==> config.mk <==
export PLATFORM = sky130hd
export DESIGN_NAME = gpio_pin_unit_flat
export DESIGN_NICKNAME = d
export VERILOG_FILES = /design/src/rtl/gpio_pin_unit_if.sv /design/src/rtl/gpio_pin_unit.sv /design/src/flat_wrapper.sv
export SDC_FILE = /design/constraint.sdc
export NUM_CORES = 1
export LEC_CHECK = 0
export CORE_MARGIN = 2
export CORE_UTILIZATION = 45
export CTS_BUF_LIST = sky130_fd_sc_hd__clkbuf_4
export DETAILED_ROUTE_END_ITERATION = 10
export DONT_BUFFER_PORTS = 1
export PLACE_DENSITY = 0.62
export SYNTH_ARGS = -nofsm -noshare
export SYNTH_HDL_FRONTEND = slang
export SYNTH_SLANG_ARGS = --single-unit
==> constraint.sdc <==
create_clock -name clk -period 1.88 [get_ports clk]
set_input_delay 0.376 -clock clk [delete_from_list [all_inputs] [get_ports clk]]
set_output_delay 0.376 -clock clk [all_outputs]
set_load 0.1 [all_outputs]
==> src/rtl/gpio_pin_unit_if.sv <==
// Pin-side bundle between the GPIO register block and the pin unit.
// master = register block / bench side, slave = gpio_pin_unit.
interface gpio_pin_unit_if #(
    parameter int WIDTH = 16
);
    logic [WIDTH-1:0] out_val;
    logic [WIDTH-1:0] dir_val;
    logic [WIDTH-1:0] pad_in;
    logic [WIDTH-1:0] pad_out;
    logic [WIDTH-1:0] pad_oe;
    logic [WIDTH-1:0] rd_data;
    logic [WIDTH-1:0] rise_en;
    logic [WIDTH-1:0] fall_en;
    logic [WIDTH-1:0] irq_ack;
    logic [WIDTH-1:0] irq_pend;
    logic             irq;

    modport master (
        output out_val, dir_val, pad_in, rise_en, fall_en, irq_ack,
        input  pad_out, pad_oe, rd_data, irq_pend, irq
    );

    modport slave (
        input  out_val, dir_val, pad_in, rise_en, fall_en, irq_ack,
        output pad_out, pad_oe, rd_data, irq_pend, irq
    );
endinterface

==> src/rtl/gpio_pin_unit.sv <==
// GPIO pin stage: registered pad drive, input synchroniser + per-bit debounce,
// and latched edge interrupts with write-1-to-clear acknowledge.
module gpio_pin_unit #(
    parameter int WIDTH           = 16,
    parameter int SYNC_STAGES     = 2,
    parameter int DEBOUNCE_CYCLES = 4
) (
    input logic           clk,
    input logic           RST,
    gpio_pin_unit_if.slave bus
);
    localparam int            CW      = $clog2(DEBOUNCE_CYCLES) + 1;
    localparam logic [CW-1:0] CNT_MAX = CW'(DEBOUNCE_CYCLES - 1);

    logic [WIDTH-1:0] pad_out_q;
    logic [WIDTH-1:0] pad_oe_q;
    logic [WIDTH-1:0] sync_q [SYNC_STAGES];
    logic [WIDTH-1:0] s;
    logic [CW-1:0]    cnt_q  [WIDTH];
    logic [WIDTH-1:0] stable_q;
    logic [WIDTH-1:0] accept;
    logic [WIDTH-1:0] set;
    logic [WIDTH-1:0] irq_pend_q;

    // Pad drive
    always_ff @(posedge clk) begin
        if (RST) begin
            pad_out_q <= '0;
            pad_oe_q  <= '0;
        end else begin
            pad_out_q <= bus.out_val;
            pad_oe_q  <= bus.dir_val;
        end
    end

    // Synchroniser chain; s is the last stage
    always_ff @(posedge clk) begin
        if (RST) begin
            for (int k = 0; k < SYNC_STAGES; k++) sync_q[k] <= '0;
        end else begin
            sync_q[0] <= bus.pad_in;
            for (int k = 1; k < SYNC_STAGES; k++) sync_q[k] <= sync_q[k-1];
        end
    end

    assign s = sync_q[SYNC_STAGES-1];

    // A new level is accepted once it has differed from stable for DEBOUNCE_CYCLES samples
    always_comb begin
        accept = '0;
        for (int i = 0; i < WIDTH; i++) begin
            accept[i] = (s[i] != stable_q[i]) && (cnt_q[i] == CNT_MAX);
        end
    end

    always_ff @(posedge clk) begin
        if (RST) begin
            for (int i = 0; i < WIDTH; i++) cnt_q[i] <= '0;
        end else begin
            for (int i = 0; i < WIDTH; i++) begin
                if (s[i] == stable_q[i] || cnt_q[i] == CNT_MAX) begin
                    cnt_q[i] <= '0;
                end else begin
                    cnt_q[i] <= cnt_q[i] + CW'(1);
                end
            end
        end
    end

    always_ff @(posedge clk) begin
        if (RST) begin
            stable_q <= '0;
        end else begin
            stable_q <= (stable_q & ~accept) | (s & accept);
        end
    end

    // Edge interrupts only fire on input-direction bits; a new set beats a same-cycle ack
    assign set = accept & ~bus.dir_val & ((s & bus.rise_en) | (~s & bus.fall_en));

    always_ff @(posedge clk) begin
        if (RST) begin
            irq_pend_q <= '0;
        end else begin
            irq_pend_q <= set | (irq_pend_q & ~bus.irq_ack);
        end
    end

    assign bus.pad_out  = pad_out_q;
    assign bus.pad_oe   = pad_oe_q;
    assign bus.rd_data  = (bus.dir_val & pad_out_q) | (~bus.dir_val & stable_q);
    assign bus.irq_pend = irq_pend_q;
    assign bus.irq      = |irq_pend_q;
endmodule

==> src/flat_wrapper.sv <==
// flat-port wrapper written by rule: the top's interface ports become plain ports
module gpio_pin_unit_flat 
#(
    parameter int WIDTH           = 16,
    parameter int SYNC_STAGES     = 2,
    parameter int DEBOUNCE_CYCLES = 4
)
  (clk, RST, bus_out_val, bus_dir_val, bus_pad_in, bus_rise_en, bus_fall_en, bus_irq_ack, bus_pad_out, bus_pad_oe, bus_rd_data, bus_irq_pend, bus_irq);
  gpio_pin_unit_if #(.WIDTH(WIDTH)) bus_i ();
  input logic clk;
  input logic RST;
  input wire logic [$bits(bus_i.out_val)-1:0] bus_out_val;
  input wire logic [$bits(bus_i.dir_val)-1:0] bus_dir_val;
  input wire logic [$bits(bus_i.pad_in)-1:0] bus_pad_in;
  input wire logic [$bits(bus_i.rise_en)-1:0] bus_rise_en;
  input wire logic [$bits(bus_i.fall_en)-1:0] bus_fall_en;
  input wire logic [$bits(bus_i.irq_ack)-1:0] bus_irq_ack;
  output wire logic [$bits(bus_i.pad_out)-1:0] bus_pad_out;
  output wire logic [$bits(bus_i.pad_oe)-1:0] bus_pad_oe;
  output wire logic [$bits(bus_i.rd_data)-1:0] bus_rd_data;
  output wire logic [$bits(bus_i.irq_pend)-1:0] bus_irq_pend;
  output wire logic [$bits(bus_i.irq)-1:0] bus_irq;
  assign bus_i.out_val = bus_out_val;
  assign bus_i.dir_val = bus_dir_val;
  assign bus_i.pad_in = bus_pad_in;
  assign bus_i.rise_en = bus_rise_en;
  assign bus_i.fall_en = bus_fall_en;
  assign bus_i.irq_ack = bus_irq_ack;
  assign bus_pad_out = bus_i.pad_out;
  assign bus_pad_oe = bus_i.pad_oe;
  assign bus_rd_data = bus_i.rd_data;
  assign bus_irq_pend = bus_i.irq_pend;
  assign bus_irq = bus_i.irq;
  gpio_pin_unit #(.WIDTH(WIDTH), .SYNC_STAGES(SYNC_STAGES), .DEBOUNCE_CYCLES(DEBOUNCE_CYCLES)) u_core (.clk(clk), .RST(RST), .bus(bus_i));
endmodule
==> summary.md <==
| Metric | Value |
|---|---|
| Pwr dens | about 800 mW/mm2 |
| TritonCTS buffer count | 17 |
| Family with the most delay on the worst path | simple AND/OR/NAND/NOR gates |
| Vias per cell | 4.60 |
| MaxCap Viol Count | 0 |
| ANT cells | 0 |
| Violated checks | setup timing |
| Post-DRT Antenna Nets | 0 |
| Drt wl/cell | 13.3 um |
| FMAX | between 400 and 500 MHz |
| Status | finished with violations |
| Rows | 41 |
| DP HPWL | 8140 um |
| Number of synthesized flops with an enable pin | 48 |
| Bufs on Longest Clock Path | 2 |
| Detailed-router iteration count before antenna repair | 4 |
| Post-Synthesis Cells | between 500 and 600 |
| Tcrit/Tclk final | 108% |
| Final cell area excluding filler cells | 0.00798 mm2 |
| Grt ovf | 0 |
| I/O Pins | 163 |
| H-tree depth | 4 |
| Sequential fraction of the synthesis area | 58.2% |
| Synth top area share | 33.3% |
| Final Wtd Congestion | between 0.7 and 0.8 |
| WL final | 11,900 um |
| CP startpoint kind | flip-flop |
| Clock root cell | clkbuf_4 |
| Port Buffers | 0 |
| Worst VDD drop | between 500 and 600 uV |
| Most instantiated cells after synthesis | dfxtp_1 (96), nor2b_1 (96), nor2_1 (80) |
| Die span in y | about 120 um |
| Core Region | between 0.01 and 0.015 mm2 |
| FFs w/ async S/R, synth | 0% |
| Placed Cells | between 700 and 800 |
| Post-DP Area | 0.00685 mm2 |
| First-pass GRT wire length | ~18,000 um |
| Setup Skew | 0.0162 ns |
| Top post-synthesis cells by area | dfxtp_1 (33%), edfxtp_1 (25%), nor2b_1 (10%), ha_1 (6.9%), nor2_1 (5.2%) |
| Worst skew pair latency | 0.54 ns |
| Post-Syn Area | 0.00577 mm2 |
| # DRC | 0 |
| Max Fanout on Critical Path | 2 |
| Top FF cell, synth | dfxtp_1 |
| Post-synth top area cell | dfxtp_1 |
| RSZ-0062 raised after global routing | true |
| Final Hold Fails | 0 |
| WHS | approximately 0.044 ns |
| Via count | approximately 4k |
| Fin crit period | 2.02 ns |
| Leak | roughly 3.4 nW |
| Endpoint type of the worst setup path | output port |
| Critical path class | flip-flop to output port |
| WP data arrival | 1.65 ns |
| Initial Util | a little under half |
| Post-route setup slack | -0.144 ns |
| Total GRT Usage | 17.9% |
| Count of cell types in the netlist | 19 |
| Num Clock Sinks | 144 |
| Syn Area/Cell | 11.2 um2 |
| Worst-path clk slew | 0.12 ns |
| Die area | approximately 0.014 mm2 |
| Initial DRC count | between 150 and 200 |
| Layout cells sized above 1 | 21.6% |
| CP Cell Sequence | nor4_1 > nand4_1 > buf_6 |
| Final Max Tran Viols | 0 |
| Crit-path slowest cell | dfxtp_4 |
| Required @ worst endpoint | roughly 1.5 ns |
| Register bit total from synthesis | 144 |
| Worst hold path class | primary input to flip-flop |
| Yosys Warn Count | 0 |
| Largest net degree at the start of global routing | 90 |
| Synth-to-Final Area Change | 38.2% |
| Chip width | 117 um |
| Slowest stage delay, CP | 0.37 ns |
| Final #Nets | about 840 |
| # setup viols final | 1 |
| Vias in the first global route | between 3k and 4k |
| Antenna violations before repair | 0 |
| Crit path buffers/inverters | 1 |
| TritonCTS clock tree | done |
| Non-filler cells in the finished layout | 894 |
-- through the flow --
| stage | utilization (%) | setup slack, ns | TNS, ns | power [mW] |
|---|---|---|---|---|
| 2_1_floorplan | - | -0.160 | -0.160 | 4.03 |
| 3_3_place_gp | 54.5 | 0.188 | 0 | 4.15 |
| 3_5_place_dp | 54.5 | 0.209 | 0 | 4.16 |
| 4_1_cts | 63.2 | -0.201 | -0.201 | 6.43 |
| 5_1_grt | 63.5 | -0.248 | -0.248 | 6.65 |
| 6_report | 63.5 | -0.144 | -0.144 | 6.35 |
-- cell families (layout without fill, tap and decap cells) --
group,after synthesis,after routing,share of synthesized area (%)
AO/OA/AOI/OAI,48,48,5.89
adder cells (fa/ha/maj),32,32,6.93
buffers and inverters,62,221,4.40
flip-flops,144,144,58.2
multiplexers,32,32,5.89
other,1,48,0.0649
AND/OR/NAND/NOR,197,197,18.6
-- power breakdown --
part	switching (mW)	internal, mW	total [mW]	leakage (nW)
clock network	1.03	1.07	2.10	0.175
logic	0.572	0.319	0.891	1.92
registers	0.0467	3.31	3.36	1.30
-- cell usage in the layout, fill, tap and decap left out, types with 2 or more instances in the layout --
| master | synthesis | layout |
|---|---|---|
| conb_1 | 1 | 48 |
| nor4_2 | 0 | 2 |
| ha_2 | 0 | 6 |
| or3b_1 | 16 | 16 |
| a22oi_1 | 16 | 16 |
| clkinv_4 | 0 | 2 |
| dfxtp_4 | 0 | 13 |
| clkbuf_4 | 0 | 19 |
| bufinv_16 | 0 | 4 |
| buf_12 | 0 | 16 |
| ha_1 | 32 | 26 |
| clkinv_1 | 0 | 2 |
| mux2_2 | 16 | 16 |
| nor2b_1 | 96 | 96 |
| edfxtp_1 | 48 | 48 |
| buf_4 | 0 | 51 |
| o32ai_1 | 16 | 16 |
| dlygate4sd3_1 | 0 | 72 |
| o21ai_0 | 10 | 10 |
| inv_1 | 48 | 48 |
| nor2_1 | 80 | 80 |
| dfxtp_2 | 0 | 19 |
| clkinv_2 | 0 | 4 |
| o21ai_1 | 6 | 6 |
| dfxtp_1 | 96 | 64 |
| mux2i_1 | 16 | 16 |
-- worst register-to-register path: stages (launching register included) --
cell and delay [ns]:
edfxtp_1 0.37, ha_1 0.16, ha_2 0.19, or3b_1 0.34, o32ai_1 0.12, dlygate4sd3_1 0.58
-- area by class of cell --
cell class | instances | area, um2
clock buffers | 19 | 143
clock inverters | 13 | 169
fillers | 1012 | 4590
flip-flops and latches | 144 | 3440
well taps | 172 | 215
repair buffers | 141 | 1460
multi-input cells | 357 | 2380
inverters | 48 | 180
-- routing by layer --
metal / GRT usage [%] / vias to the layer above / routed length (um)
met3: 6.23 / 16 / 662
met2: 30.4 / 94 / 6040
met4: 7.29 / 0 / 209
met5: 0 / - / 0
met1: 20.5 / 1896 / 5010
li1: - / 2102 / -
-- worst paths after layout --
check                                         start                                 end  slack, ns  cells after the start
setup / recovery  u_core.bus.irq_pend[2]$_SDFF_PP0_                             bus_irq      -0.14                      3
hold / removal                       bus_rise_en[8]   u_core.bus.irq_pend[8]$_SDFF_PP0_       0.04                      2
setup reg to reg   u_core.cnt_q[1][6]$_SDFFCE_PP0P_  u_core.bus.irq_pend[10]$_SDFF_PP0_       0.06                      5
hold reg to reg      u_core.sync_q[0][3]$_SDFF_PP0_     u_core.sync_q[0][19]$_SDFF_PP0_       0.45                      1
-- repair_timing --
item                       CTS  global route
setup endpoints to repair    1             7
buffers inserted             0             3
hold endpoints to repair    96             4
pin swaps                    0             2
gates resized for setup      5             6
hold buffers                73             3
No activity file was read; power rests on OpenSTA's default activity.
